==> src/rtl/ifu_fetch_if.sv <==
// rtl/ifu_fetch_if.sv - IFU fetch bundle: EXU handshake, PC unit, flush and instruction bus signals (optional IFU_BUS_ERR_EN error pins)
interface ifu_fetch_if #(
    parameter int PC_SIZE = 32
);
    logic [PC_SIZE-1:0] ifu_i_pcnxt;
    logic               ifu_i_flush;
    logic [PC_SIZE-1:0] ifu_i_flush_pc;
    logic               ifu_o_valid;
    logic               ifu_i_ready;
    logic [31:0]        ifu_o_instr;
    logic [PC_SIZE-1:0] ifu_o_pc;
    logic               ifu_o_rv32;
    logic               ifu_o_cmd_valid;
    logic               ifu_i_cmd_ready;
    logic [PC_SIZE-1:0] ifu_o_cmd_addr;
    logic               ifu_i_rsp_valid;
    logic               ifu_o_rsp_ready;
    logic [31:0]        ifu_i_rsp_rdata;
`ifdef IFU_BUS_ERR_EN
    logic               ifu_i_rsp_err;
    logic               ifu_o_buserr;

    modport master (
        input  ifu_i_pcnxt, ifu_i_flush, ifu_i_flush_pc, ifu_i_ready,
        input  ifu_i_cmd_ready, ifu_i_rsp_valid, ifu_i_rsp_rdata, ifu_i_rsp_err,
        output ifu_o_valid, ifu_o_instr, ifu_o_pc, ifu_o_rv32,
        output ifu_o_cmd_valid, ifu_o_cmd_addr, ifu_o_rsp_ready, ifu_o_buserr
    );

    modport slave (
        output ifu_i_pcnxt, ifu_i_flush, ifu_i_flush_pc, ifu_i_ready,
        output ifu_i_cmd_ready, ifu_i_rsp_valid, ifu_i_rsp_rdata, ifu_i_rsp_err,
        input  ifu_o_valid, ifu_o_instr, ifu_o_pc, ifu_o_rv32,
        input  ifu_o_cmd_valid, ifu_o_cmd_addr, ifu_o_rsp_ready, ifu_o_buserr
    );
`else
    modport master (
        input  ifu_i_pcnxt, ifu_i_flush, ifu_i_flush_pc, ifu_i_ready,
        input  ifu_i_cmd_ready, ifu_i_rsp_valid, ifu_i_rsp_rdata,
        output ifu_o_valid, ifu_o_instr, ifu_o_pc, ifu_o_rv32,
        output ifu_o_cmd_valid, ifu_o_cmd_addr, ifu_o_rsp_ready
    );

    modport slave (
        output ifu_i_pcnxt, ifu_i_flush, ifu_i_flush_pc, ifu_i_ready,
        output ifu_i_cmd_ready, ifu_i_rsp_valid, ifu_i_rsp_rdata,
        input  ifu_o_valid, ifu_o_instr, ifu_o_pc, ifu_o_rv32,
        input  ifu_o_cmd_valid, ifu_o_cmd_addr, ifu_o_rsp_ready
    );
`endif
endinterface

==> src/rtl/ifu_fetch.sv <==
// rtl/ifu_fetch.sv - instruction fetch engine: word fetches, 16/32-bit assembly incl. split 32-bit, flush/drain (optional IFU_BUS_ERR_EN)
module ifu_fetch #(
    parameter int                 PC_SIZE  = 32,
    parameter logic [PC_SIZE-1:0] RESET_PC = '0
) (
    input  logic          clk,
    input  logic          rst,
    ifu_fetch_if.master   bus
);

    typedef enum logic [2:0] {
        S_IDLE, S_CMD, S_RSP, S_CMD2, S_RSP2, S_OUT, S_DRAIN
    } state_t;

    state_t             state, n_state;
    logic [PC_SIZE-1:0] fetch_pc, n_fetch_pc;
    logic [15:0]        half, n_half;
    // In DRAIN: 1 while the abandoned command is still waiting for cmd_ready
    logic               drain_cmd, n_drain_cmd;
    logic [PC_SIZE-1:0] cmd_addr_q, n_cmd_addr;
    logic [31:0]        instr_q, n_instr;
    logic [PC_SIZE-1:0] pc_q, n_pc;
    logic               rv32_q, n_rv32;
    logic               cmd_valid_q, rsp_ready_q, o_valid_q;
    logic               n_cmd_valid, n_rsp_ready, n_o_valid;
    logic               cmd_fire, rsp_fire;
    logic [31:0]        rdata;
`ifdef IFU_BUS_ERR_EN
    logic               buserr_q, n_buserr;
`endif

    function automatic logic [PC_SIZE-1:0] word_align(input logic [PC_SIZE-1:0] a);
        return {a[PC_SIZE-1:2], 2'b00};
    endfunction

    assign cmd_fire = cmd_valid_q & bus.ifu_i_cmd_ready;
    assign rsp_fire = rsp_ready_q & bus.ifu_i_rsp_valid;
    assign rdata    = bus.ifu_i_rsp_rdata;

    // Next-state, next-PC and next-output decode; flush takes priority over the EXU handshake
    always_comb begin
        n_state     = state;
        n_fetch_pc  = fetch_pc;
        n_half      = half;
        n_drain_cmd = drain_cmd;
        n_instr     = instr_q;
        n_pc        = pc_q;
        n_rv32      = rv32_q;
        n_cmd_addr  = cmd_addr_q;
`ifdef IFU_BUS_ERR_EN
        n_buserr    = buserr_q;
`endif
        case (state)
            S_IDLE: begin
                if (bus.ifu_i_flush) n_fetch_pc = bus.ifu_i_flush_pc;
                n_state = S_CMD;
            end
            S_CMD, S_CMD2: begin
                if (bus.ifu_i_flush) begin
                    // The command cannot be retracted; finish it in DRAIN
                    n_fetch_pc  = bus.ifu_i_flush_pc;
                    n_state     = S_DRAIN;
                    n_drain_cmd = !cmd_fire;
                end else if (cmd_fire) begin
                    n_state = (state == S_CMD) ? S_RSP : S_RSP2;
                end
            end
            S_RSP, S_RSP2: begin
                if (bus.ifu_i_flush) begin
                    n_fetch_pc = bus.ifu_i_flush_pc;
                    if (rsp_fire) begin
                        n_state = S_CMD;
                    end else begin
                        n_state     = S_DRAIN;
                        n_drain_cmd = 1'b0;
                    end
                end else if (rsp_fire) begin
                    n_pc = fetch_pc;
`ifdef IFU_BUS_ERR_EN
                    n_buserr = 1'b0;
                    if (bus.ifu_i_rsp_err) begin
                        n_instr  = '0;
                        n_rv32   = 1'b1;
                        n_buserr = 1'b1;
                        n_state  = S_OUT;
                    end else
`endif
                    if (state == S_RSP2) begin
                        n_instr = {rdata[15:0], half};
                        n_rv32  = 1'b1;
                        n_state = S_OUT;
                    end else if (!fetch_pc[1]) begin
                        n_instr = rdata;
                        n_rv32  = (rdata[1:0] == 2'b11);
                        n_state = S_OUT;
                    end else if (rdata[17:16] != 2'b11) begin
                        n_instr = {16'h0, rdata[31:16]};
                        n_rv32  = 1'b0;
                        n_state = S_OUT;
                    end else begin
                        // Upper half starts a 32-bit instruction; fetch the next word
                        n_half  = rdata[31:16];
                        n_state = S_CMD2;
                    end
                end
            end
            S_OUT: begin
                if (bus.ifu_i_flush) begin
                    n_fetch_pc = bus.ifu_i_flush_pc;
                    n_state    = S_CMD;
                end else if (bus.ifu_i_ready) begin
                    n_fetch_pc = bus.ifu_i_pcnxt;
                    n_state    = S_CMD;
                end
            end
            S_DRAIN: begin
                if (bus.ifu_i_flush) n_fetch_pc = bus.ifu_i_flush_pc;
                if (drain_cmd) begin
                    if (cmd_fire) n_drain_cmd = 1'b0;
                end else if (rsp_fire) begin
                    n_state = S_CMD;
                end
            end
            default: n_state = S_IDLE;
        endcase

        if (n_state == S_CMD)
            n_cmd_addr = word_align(n_fetch_pc);
        else if (n_state == S_CMD2)
            n_cmd_addr = word_align(fetch_pc + PC_SIZE'(4));

        n_cmd_valid = (n_state == S_CMD) || (n_state == S_CMD2) ||
                      ((n_state == S_DRAIN) && n_drain_cmd);
        n_rsp_ready = (n_state == S_RSP) || (n_state == S_RSP2) ||
                      ((n_state == S_DRAIN) && !n_drain_cmd);
        n_o_valid   = (n_state == S_OUT);
    end

    // FSM state, fetch PC and registered outputs
    always_ff @(posedge clk or posedge rst) begin
        if (rst) begin
            state       <= S_IDLE;
            fetch_pc    <= RESET_PC;
            half        <= '0;
            drain_cmd   <= 1'b0;
            cmd_addr_q  <= '0;
            instr_q     <= '0;
            pc_q        <= RESET_PC;
            rv32_q      <= 1'b0;
            cmd_valid_q <= 1'b0;
            rsp_ready_q <= 1'b0;
            o_valid_q   <= 1'b0;
`ifdef IFU_BUS_ERR_EN
            buserr_q    <= 1'b0;
`endif
        end else begin
            state       <= n_state;
            fetch_pc    <= n_fetch_pc;
            half        <= n_half;
            drain_cmd   <= n_drain_cmd;
            cmd_addr_q  <= n_cmd_addr;
            instr_q     <= n_instr;
            pc_q        <= n_pc;
            rv32_q      <= n_rv32;
            cmd_valid_q <= n_cmd_valid;
            rsp_ready_q <= n_rsp_ready;
            o_valid_q   <= n_o_valid;
`ifdef IFU_BUS_ERR_EN
            buserr_q    <= n_buserr;
`endif
        end
    end

    assign bus.ifu_o_valid     = o_valid_q;
    assign bus.ifu_o_instr     = instr_q;
    assign bus.ifu_o_pc        = pc_q;
    assign bus.ifu_o_rv32      = rv32_q;
    assign bus.ifu_o_cmd_valid = cmd_valid_q;
    assign bus.ifu_o_cmd_addr  = cmd_addr_q;
    assign bus.ifu_o_rsp_ready = rsp_ready_q;
`ifdef IFU_BUS_ERR_EN
    assign bus.ifu_o_buserr    = buserr_q;
`endif

endmodule

==> src/flat_wrapper.sv <==
// flat-port wrapper written by rule: the top's interface ports become plain ports
module ifu_fetch_flat 
#(
    parameter int                 PC_SIZE  = 32,
    parameter logic [PC_SIZE-1:0] RESET_PC = '0
)
  (clk, rst, bus_ifu_i_pcnxt, bus_ifu_i_flush, bus_ifu_i_flush_pc, bus_ifu_i_ready, bus_ifu_i_cmd_ready, bus_ifu_i_rsp_valid, bus_ifu_i_rsp_rdata, bus_ifu_o_valid, bus_ifu_o_instr, bus_ifu_o_pc, bus_ifu_o_rv32, bus_ifu_o_cmd_valid, bus_ifu_o_cmd_addr, bus_ifu_o_rsp_ready);
  ifu_fetch_if #(.PC_SIZE(PC_SIZE)) bus_i ();
  input  logic clk;
  input  logic rst;
  input wire logic [$bits(bus_i.ifu_i_pcnxt)-1:0] bus_ifu_i_pcnxt;
  input wire logic [$bits(bus_i.ifu_i_flush)-1:0] bus_ifu_i_flush;
  input wire logic [$bits(bus_i.ifu_i_flush_pc)-1:0] bus_ifu_i_flush_pc;
  input wire logic [$bits(bus_i.ifu_i_ready)-1:0] bus_ifu_i_ready;
  input wire logic [$bits(bus_i.ifu_i_cmd_ready)-1:0] bus_ifu_i_cmd_ready;
  input wire logic [$bits(bus_i.ifu_i_rsp_valid)-1:0] bus_ifu_i_rsp_valid;
  input wire logic [$bits(bus_i.ifu_i_rsp_rdata)-1:0] bus_ifu_i_rsp_rdata;
  output wire logic [$bits(bus_i.ifu_o_valid)-1:0] bus_ifu_o_valid;
  output wire logic [$bits(bus_i.ifu_o_instr)-1:0] bus_ifu_o_instr;
  output wire logic [$bits(bus_i.ifu_o_pc)-1:0] bus_ifu_o_pc;
  output wire logic [$bits(bus_i.ifu_o_rv32)-1:0] bus_ifu_o_rv32;
  output wire logic [$bits(bus_i.ifu_o_cmd_valid)-1:0] bus_ifu_o_cmd_valid;
  output wire logic [$bits(bus_i.ifu_o_cmd_addr)-1:0] bus_ifu_o_cmd_addr;
  output wire logic [$bits(bus_i.ifu_o_rsp_ready)-1:0] bus_ifu_o_rsp_ready;
  assign bus_i.ifu_i_pcnxt = bus_ifu_i_pcnxt;
  assign bus_i.ifu_i_flush = bus_ifu_i_flush;
  assign bus_i.ifu_i_flush_pc = bus_ifu_i_flush_pc;
  assign bus_i.ifu_i_ready = bus_ifu_i_ready;
  assign bus_i.ifu_i_cmd_ready = bus_ifu_i_cmd_ready;
  assign bus_i.ifu_i_rsp_valid = bus_ifu_i_rsp_valid;
  assign bus_i.ifu_i_rsp_rdata = bus_ifu_i_rsp_rdata;
  assign bus_ifu_o_valid = bus_i.ifu_o_valid;
  assign bus_ifu_o_instr = bus_i.ifu_o_instr;
  assign bus_ifu_o_pc = bus_i.ifu_o_pc;
  assign bus_ifu_o_rv32 = bus_i.ifu_o_rv32;
  assign bus_ifu_o_cmd_valid = bus_i.ifu_o_cmd_valid;
  assign bus_ifu_o_cmd_addr = bus_i.ifu_o_cmd_addr;
  assign bus_ifu_o_rsp_ready = bus_i.ifu_o_rsp_ready;
  ifu_fetch #(.PC_SIZE(PC_SIZE), .RESET_PC(RESET_PC)) u_core (.clk(clk), .rst(rst), .bus(bus_i));
endmodule
==> config.mk <==
export PLATFORM = sky130hd
export DESIGN_NAME = ifu_fetch_flat
export DESIGN_NICKNAME = d
export VERILOG_FILES = /design/src/rtl/ifu_fetch_if.sv /design/src/rtl/ifu_fetch.sv /design/src/flat_wrapper.sv
export SDC_FILE = /design/constraint.sdc
export NUM_CORES = 1
export LEC_CHECK = 0
export CAP_MARGIN = 20
export CORE_UTILIZATION = 54
export CTS_BUF_LIST = sky130_fd_sc_hd__clkbuf_4
export CTS_CLUSTER_DIAMETER = 50
export CTS_CLUSTER_SIZE = 24
export DETAILED_ROUTE_END_ITERATION = 6
export PLACE_DENSITY = 0.91
export SLEW_MARGIN = 15
export SYNTH_ARGS = -nofsm -noshare
export SYNTH_HDL_FRONTEND = slang
export SYNTH_SLANG_ARGS = --single-unit
==> constraint.sdc <==
create_clock -name clk -period 9 [get_ports clk]
set_clock_uncertainty 0.15 [all_clocks]
set_input_delay 0.9 -clock clk [delete_from_list [all_inputs] [get_ports clk]]
set_output_delay 0.9 -clock clk [all_outputs]
set_load 0.05 [all_outputs]
== After elaboration in Yosys (flattened, before gate mapping) ==
Cells that the tools add are included.
Widths: inputs -> output; s select.
Word-level totals
  bits in latches: 0
  input port bits: 102
  memories kept: 0
  RAM bits: 0
  output and inout bits: 100
  bits in read-only memories: 0
  logic and storage cells: 85
  bits in registers: 152
Operators by class
  shift-type cells: 0
  add/sub/neg operators: 1
  reduce and logical (&&, ||, !) cells: 18
  order comparisons: 0
  div/mod/pow operators: 0
  bitwise gates (word level): 5
  equal/unequal tests: 17
  $mul: 0
  muxes and demuxes: 32
Operators with widths (number)
  $mux 32: 8
  $pmux 32 s2: 1
  $mux 3: 13
  $add 32x3->32 const B: 1
  $eq 3x3->1 const B: 6
  $pmux 3 s5: 1
  $eq 3x2->1 const B: 4
  $mux 1: 8
  $eq 3x1->1 const B: 2
  $ne 3x3->1 const B: 2
  $reduce_and 3->1: 2
  $reduce_and 6->1: 1
  $reduce_or 6->1: 1
  $logic_or 1x1->1: 4
  $reduce_and 4->1: 1
  $reduce_bool 2->1: 2
  $reduce_or 2->1: 2
  $logic_not 3->1: 1
  $not 1->1: 3
  $pmux 1 s3: 1
  $and 1x1->1: 2
  $eq 2x2->1 const B: 1
  $logic_and 1x1->1: 2
  $logic_not 1->1: 2
  2 further kinds: 2

== Logic depth before layout (Yosys ltp) ==
  word-level depth: 10
  mapped depth: 10
  depth with buffers taken out: 6

== Least setup slack after synthesis ==
Ideal clock, no wire load.
  kind: input to register
  start point: input bus_ifu_i_flush
  end point: register u_core.cmd_addr_q[13], in the netlist u_core.bus.ifu_o_cmd_addr[13]
  arrival time: 2.390 ns
  library setup time: 0.125 ns
  slack: 6.335 ns
  stages: 8
  path buffers: 2
  required time: 8.725 ns
  path through: clkbuf_1 and3b_1 o21ai_0 and4_1 inv_2 nor2_2 buf_4 mux2_2
On the way
  cells in the longest elaborated chain, start to end: 4
  elaborated cells on any way between the ends: 11
  classes of those cells: 2 x eq/ne; 8 x mux; 1 x reduce/logical
Ends and longest elaborated chain
  start: declaration: line flat_wrapper.sv:12  | input wire logic [$bits(bus_i.ifu_i_flush)-1:0] bus_ifu_i_flush;
  $mux 3 (on tied branches): line ifu_fetch.sv:108, ifu_fetch.sv:59, ifu_fetch.sv:69
  $pmux 3 s5: line ifu_fetch.sv:53  | case (state)
  $eq 3x1->1 or $eq 3x2->1 (tied branches): line ifu_fetch.sv:127, ifu_fetch.sv:129
  $mux 32 or $reduce_bool 2->1 (tied branches)
  end signal: assignment: line ifu_fetch.sv:161  | cmd_addr_q <= n_cmd_addr;
  end: declaration: line ifu_fetch.sv:20  | logic [PC_SIZE-1:0] cmd_addr_q, n_cmd_addr;
Parallel ways exist; a longest one is shown, timed or not. The select of a mux whose other input is x is not followed.
A chain may end at the register's enable or synchronous reset.

== Final worst setup path ==
Same ends and word-level chain as after synthesis.

==> flow_metrics.env <==
export IMPL_cts_max_level=4
export IMPL_critPathArrivalTime_ns=4.65
export IMPL_grt_ovfl_total=0
export IMPL_status="complete, no violations"
export IMPL_postCtsSetupBuffers=0
export IMPL_critPathRequiredTime_ns=9.28
export IMPL_yosysTopAreaCellShare_pct=50.2
export IMPL_cts_root_buf="clkbuf_4"
export IMPL_ant_nets=0
export IMPL_die_w_um=120
export IMPL_drv_slew=0
export IMPL_drv_cap=0
export IMPL_synth_async_sr_flop_share_pct=100
export IMPL_routabilityCongestion=0.819
export IMPL_grt_pass1_wl_um=32800
export IMPL_endpoint_kind="flop"
export IMPL_start_kind="input pin"
export IMPL_synth_area_leaders="dfrtp_1, mux2_2, o21ai_0"
export IMPL_synth_flop_cell="dfrtp_1"
export IMPL_cts_resized=0
export IMPL_max_slew_margin_pct=34.2
export IMPL_final_cells=1067
export IMPL_clock_sinks=150
export IMPL_antenna_found_initial=0
export IMPL_grt_max_degree=90
export IMPL_dp_cells=1036
export IMPL_synthTopCellsByCount="dfrtp_1, o21ai_0, mux2_2"
export IMPL_die_h_um=120
export IMPL_multi_input_area_mm2=0.00336
export IMPL_synth_fa_ha_area_share_pct=0.167
export IMPL_cts_buffers=17
export IMPL_num_vias=6541
export IMPL_p_leak_uw=0.00420
export IMPL_synth_simple_area_share_pct=14.4
export IMPL_tns_ns=0
export IMPL_final_util_pct=72.8
export IMPL_register_area_mm2=0.00375
export IMPL_antenna_cells=0
export IMPL_area_growth_synth_to_final_pct=29.9
export IMPL_viasPerCell=6.13
export IMPL_ir_drop_v=0.000371
export IMPL_die_area_mm2=0.0143
export IMPL_final_hold_viol_count=0
export IMPL_initial_core_util_pct=56.0
export IMPL_synth_cell_type_count=58
export IMPL_post_synth_top_count_cell="dfrtp_1"
export IMPL_holdBufCountCts=0
export IMPL_critPathKind="input pin to flop"
export IMPL_wirelength_um=20900
export IMPL_hpwl_um=13800
export IMPL_core_mm2=0.0133
export IMPL_yosysTopAreaCell="dfrtp_1"
export IMPL_drt_iter0_markers=869
export IMPL_path_clk_slew_ns=0.12
export IMPL_synth_area_mm2=0.00748
export IMPL_synth_cells=714
export IMPL_dr_pass1_iters=6
export IMPL_synth_edff_count=0
export IMPL_min_period_ns=4.37
export IMPL_cts_tree="done"
export IMPL_nFillCells=941
export IMPL_synth_compound_area_share_pct=15.8
export IMPL_fin_crit_sh_pct=48.5
export IMPL_rrSetupSlack_ns=5.16
export IMPL_grt_usage_pct=29.6
export IMPL_synth_area_mux_share_pct=12.7
export IMPL_avgSynthCellArea_um2=10.5
export IMPL_synth_xor_area_share_pct=1.64
export IMPL_cpPeakStageDelay_ns=0.89
export IMPL_tightest_slew_ns=0.981
export IMPL_wl_per_cell_um=19.6
export IMPL_drive_above_1_share_pct=11.9
export IMPL_path_cells="clkdlybuf4s50_1, buf_4, and4bb_2, nand4bb_1, o221a_1, inv_4, mux2_1, mux2_2"
export IMPL_ys_seq_elements=150
export IMPL_rsz0062_at_grt="false"
export IMPL_row_count=42
export IMPL_yosysWarnings=0
export IMPL_grt_pass1_vias=6420
export IMPL_place_port_buffers=199
export IMPL_timing_hold_worst_class="flop to flop"
export IMPL_drc_errors=0
export IMPL_ctsLongestPathBuffers=2
export IMPL_synth_top_family_by_area="compound AO/OA/AOI/OAI gates"
export IMPL_clk_latency_ns=0.53
export IMPL_ys_seq_area_share_pct=50.2
export IMPL_nNetsFinal=982
export IMPL_critPathMaxFanout=33
export IMPL_crit_slowest_cell="o221a_1"
export IMPL_io_pins=202
export IMPL_fmaxAchievable_mhz=229
export IMPL_powerDensity_mw_per_mm2=394
export IMPL_setup_viol=0
[state kept, by name (all words and copies together) (netlist names)]
register	flops
u_core.bus.ifu_o_cmd_addr	30
u_core.bus.ifu_o_cmd_valid	1
u_core.bus.ifu_o_instr	32
u_core.bus.ifu_o_pc	32
u_core.bus.ifu_o_rsp_ready	1
u_core.bus.ifu_o_rv32	1
u_core.bus.ifu_o_valid	1
u_core.drain_cmd	1
u_core.fetch_pc	32
u_core.half	16
u_core.state	3
[routing by layer]
metal | wire (um) | vias to the layer above | track usage (%)
li1 | - | 2945 | -
met1 | 8510 | 3172 | 38.2
met2 | 9910 | 375 | 47.6
met3 | 1960 | 49 | 7.13
met4 | 517 | 0 | 12.8
met5 | 0 | - | 0
[cell usage in the layout (no fill, tap or decap), types with 3 or more instances in the layout]
cell / n
a21oi_1: 38
a221o_1: 18
a222oi_1: 13
and2_1: 3
and3_1: 24
and4_1: 7
buf_4: 8
clkbuf_4: 20
clkdlybuf4s50_1: 199
clkinv_1: 3
clkinv_2: 4
dfrtp_1: 150
inv_1: 19
mux2_2: 58
mux2i_1: 27
nand2_1: 48
nand2b_1: 3
nand3_1: 14
nand4_1: 7
nor2_1: 34
nor3_1: 19
nor3b_1: 16
nor4_1: 10
o21a_1: 5
o21ai_0: 59
o31a_1: 10
o31ai_1: 16
xnor2_1: 5
xor2_1: 9
[stage by stage]
step	power, uW	cell area [um2]	hold slack (ns)	worst slack (ns)
after floorplan	2740	7480	0.285	3.91
after global placement	3370	9480	0.300	4.11
after detailed placement	3430	9480	0.318	4.12
after CTS	3810	9710	0.345	4.73
after global routing	4000	9710	0.359	4.51
final	3820	9710	0.341	4.63
[where the power goes]
group	total, uW	leakage (uW)	switching (uW)	internal (uW)
combinational	2230	0.00214	1420	810
sequential	1220	0.00192	265	957
clock	372	0.000131	231	141
total	3820	0.00420	1920	1910
[layout make-up]
class	instances	share of cell area, %
sequential	150	38.6
multi-input combinational	481	34.6
timing repair buffer	207	21.1
clock buffer	20	1.55
tap	176	2.27
inverter	22	0.927
clock inverter	11	0.876
[critical path: cells and delay by family]
family,cells,cell delay [ns]
AOI/OAI and AO/OA,1,0.89
buffers and inverters,3,1.16
and+or+nand+nor,2,1.02
muxes,2,0.66
[path summary, 6_finish.rpt]
check,startpoint,end,cells past startpoint
setup / recovery,bus_ifu_i_flush,u_core.bus.ifu_o_cmd_addr[13],8
hold / removal,u_core.bus.ifu_o_instr[24],u_core.bus.ifu_o_instr[24],2
setup reg to reg,u_core.state[2],u_core.bus.ifu_o_cmd_addr[13],6
hold reg to reg,u_core.bus.ifu_o_instr[24],u_core.bus.ifu_o_instr[24],2
max in group asynchronous,rst,u_core.state[1],3
min in group asynchronous,rst,u_core.fetch_pc[12],2
[logic make-up after synthesis]
group | count (synthesis)
adder cells (fa/ha/maj) | 1
multiplexers | 87
other | 1
XOR/XNOR | 14
buffers and inverters | 84
AO/OA/AOI/OAI | 178
flip-flops | 150
AND/OR/NAND/NOR | 199
Note: power is estimated with default switching activity, not from simulation.
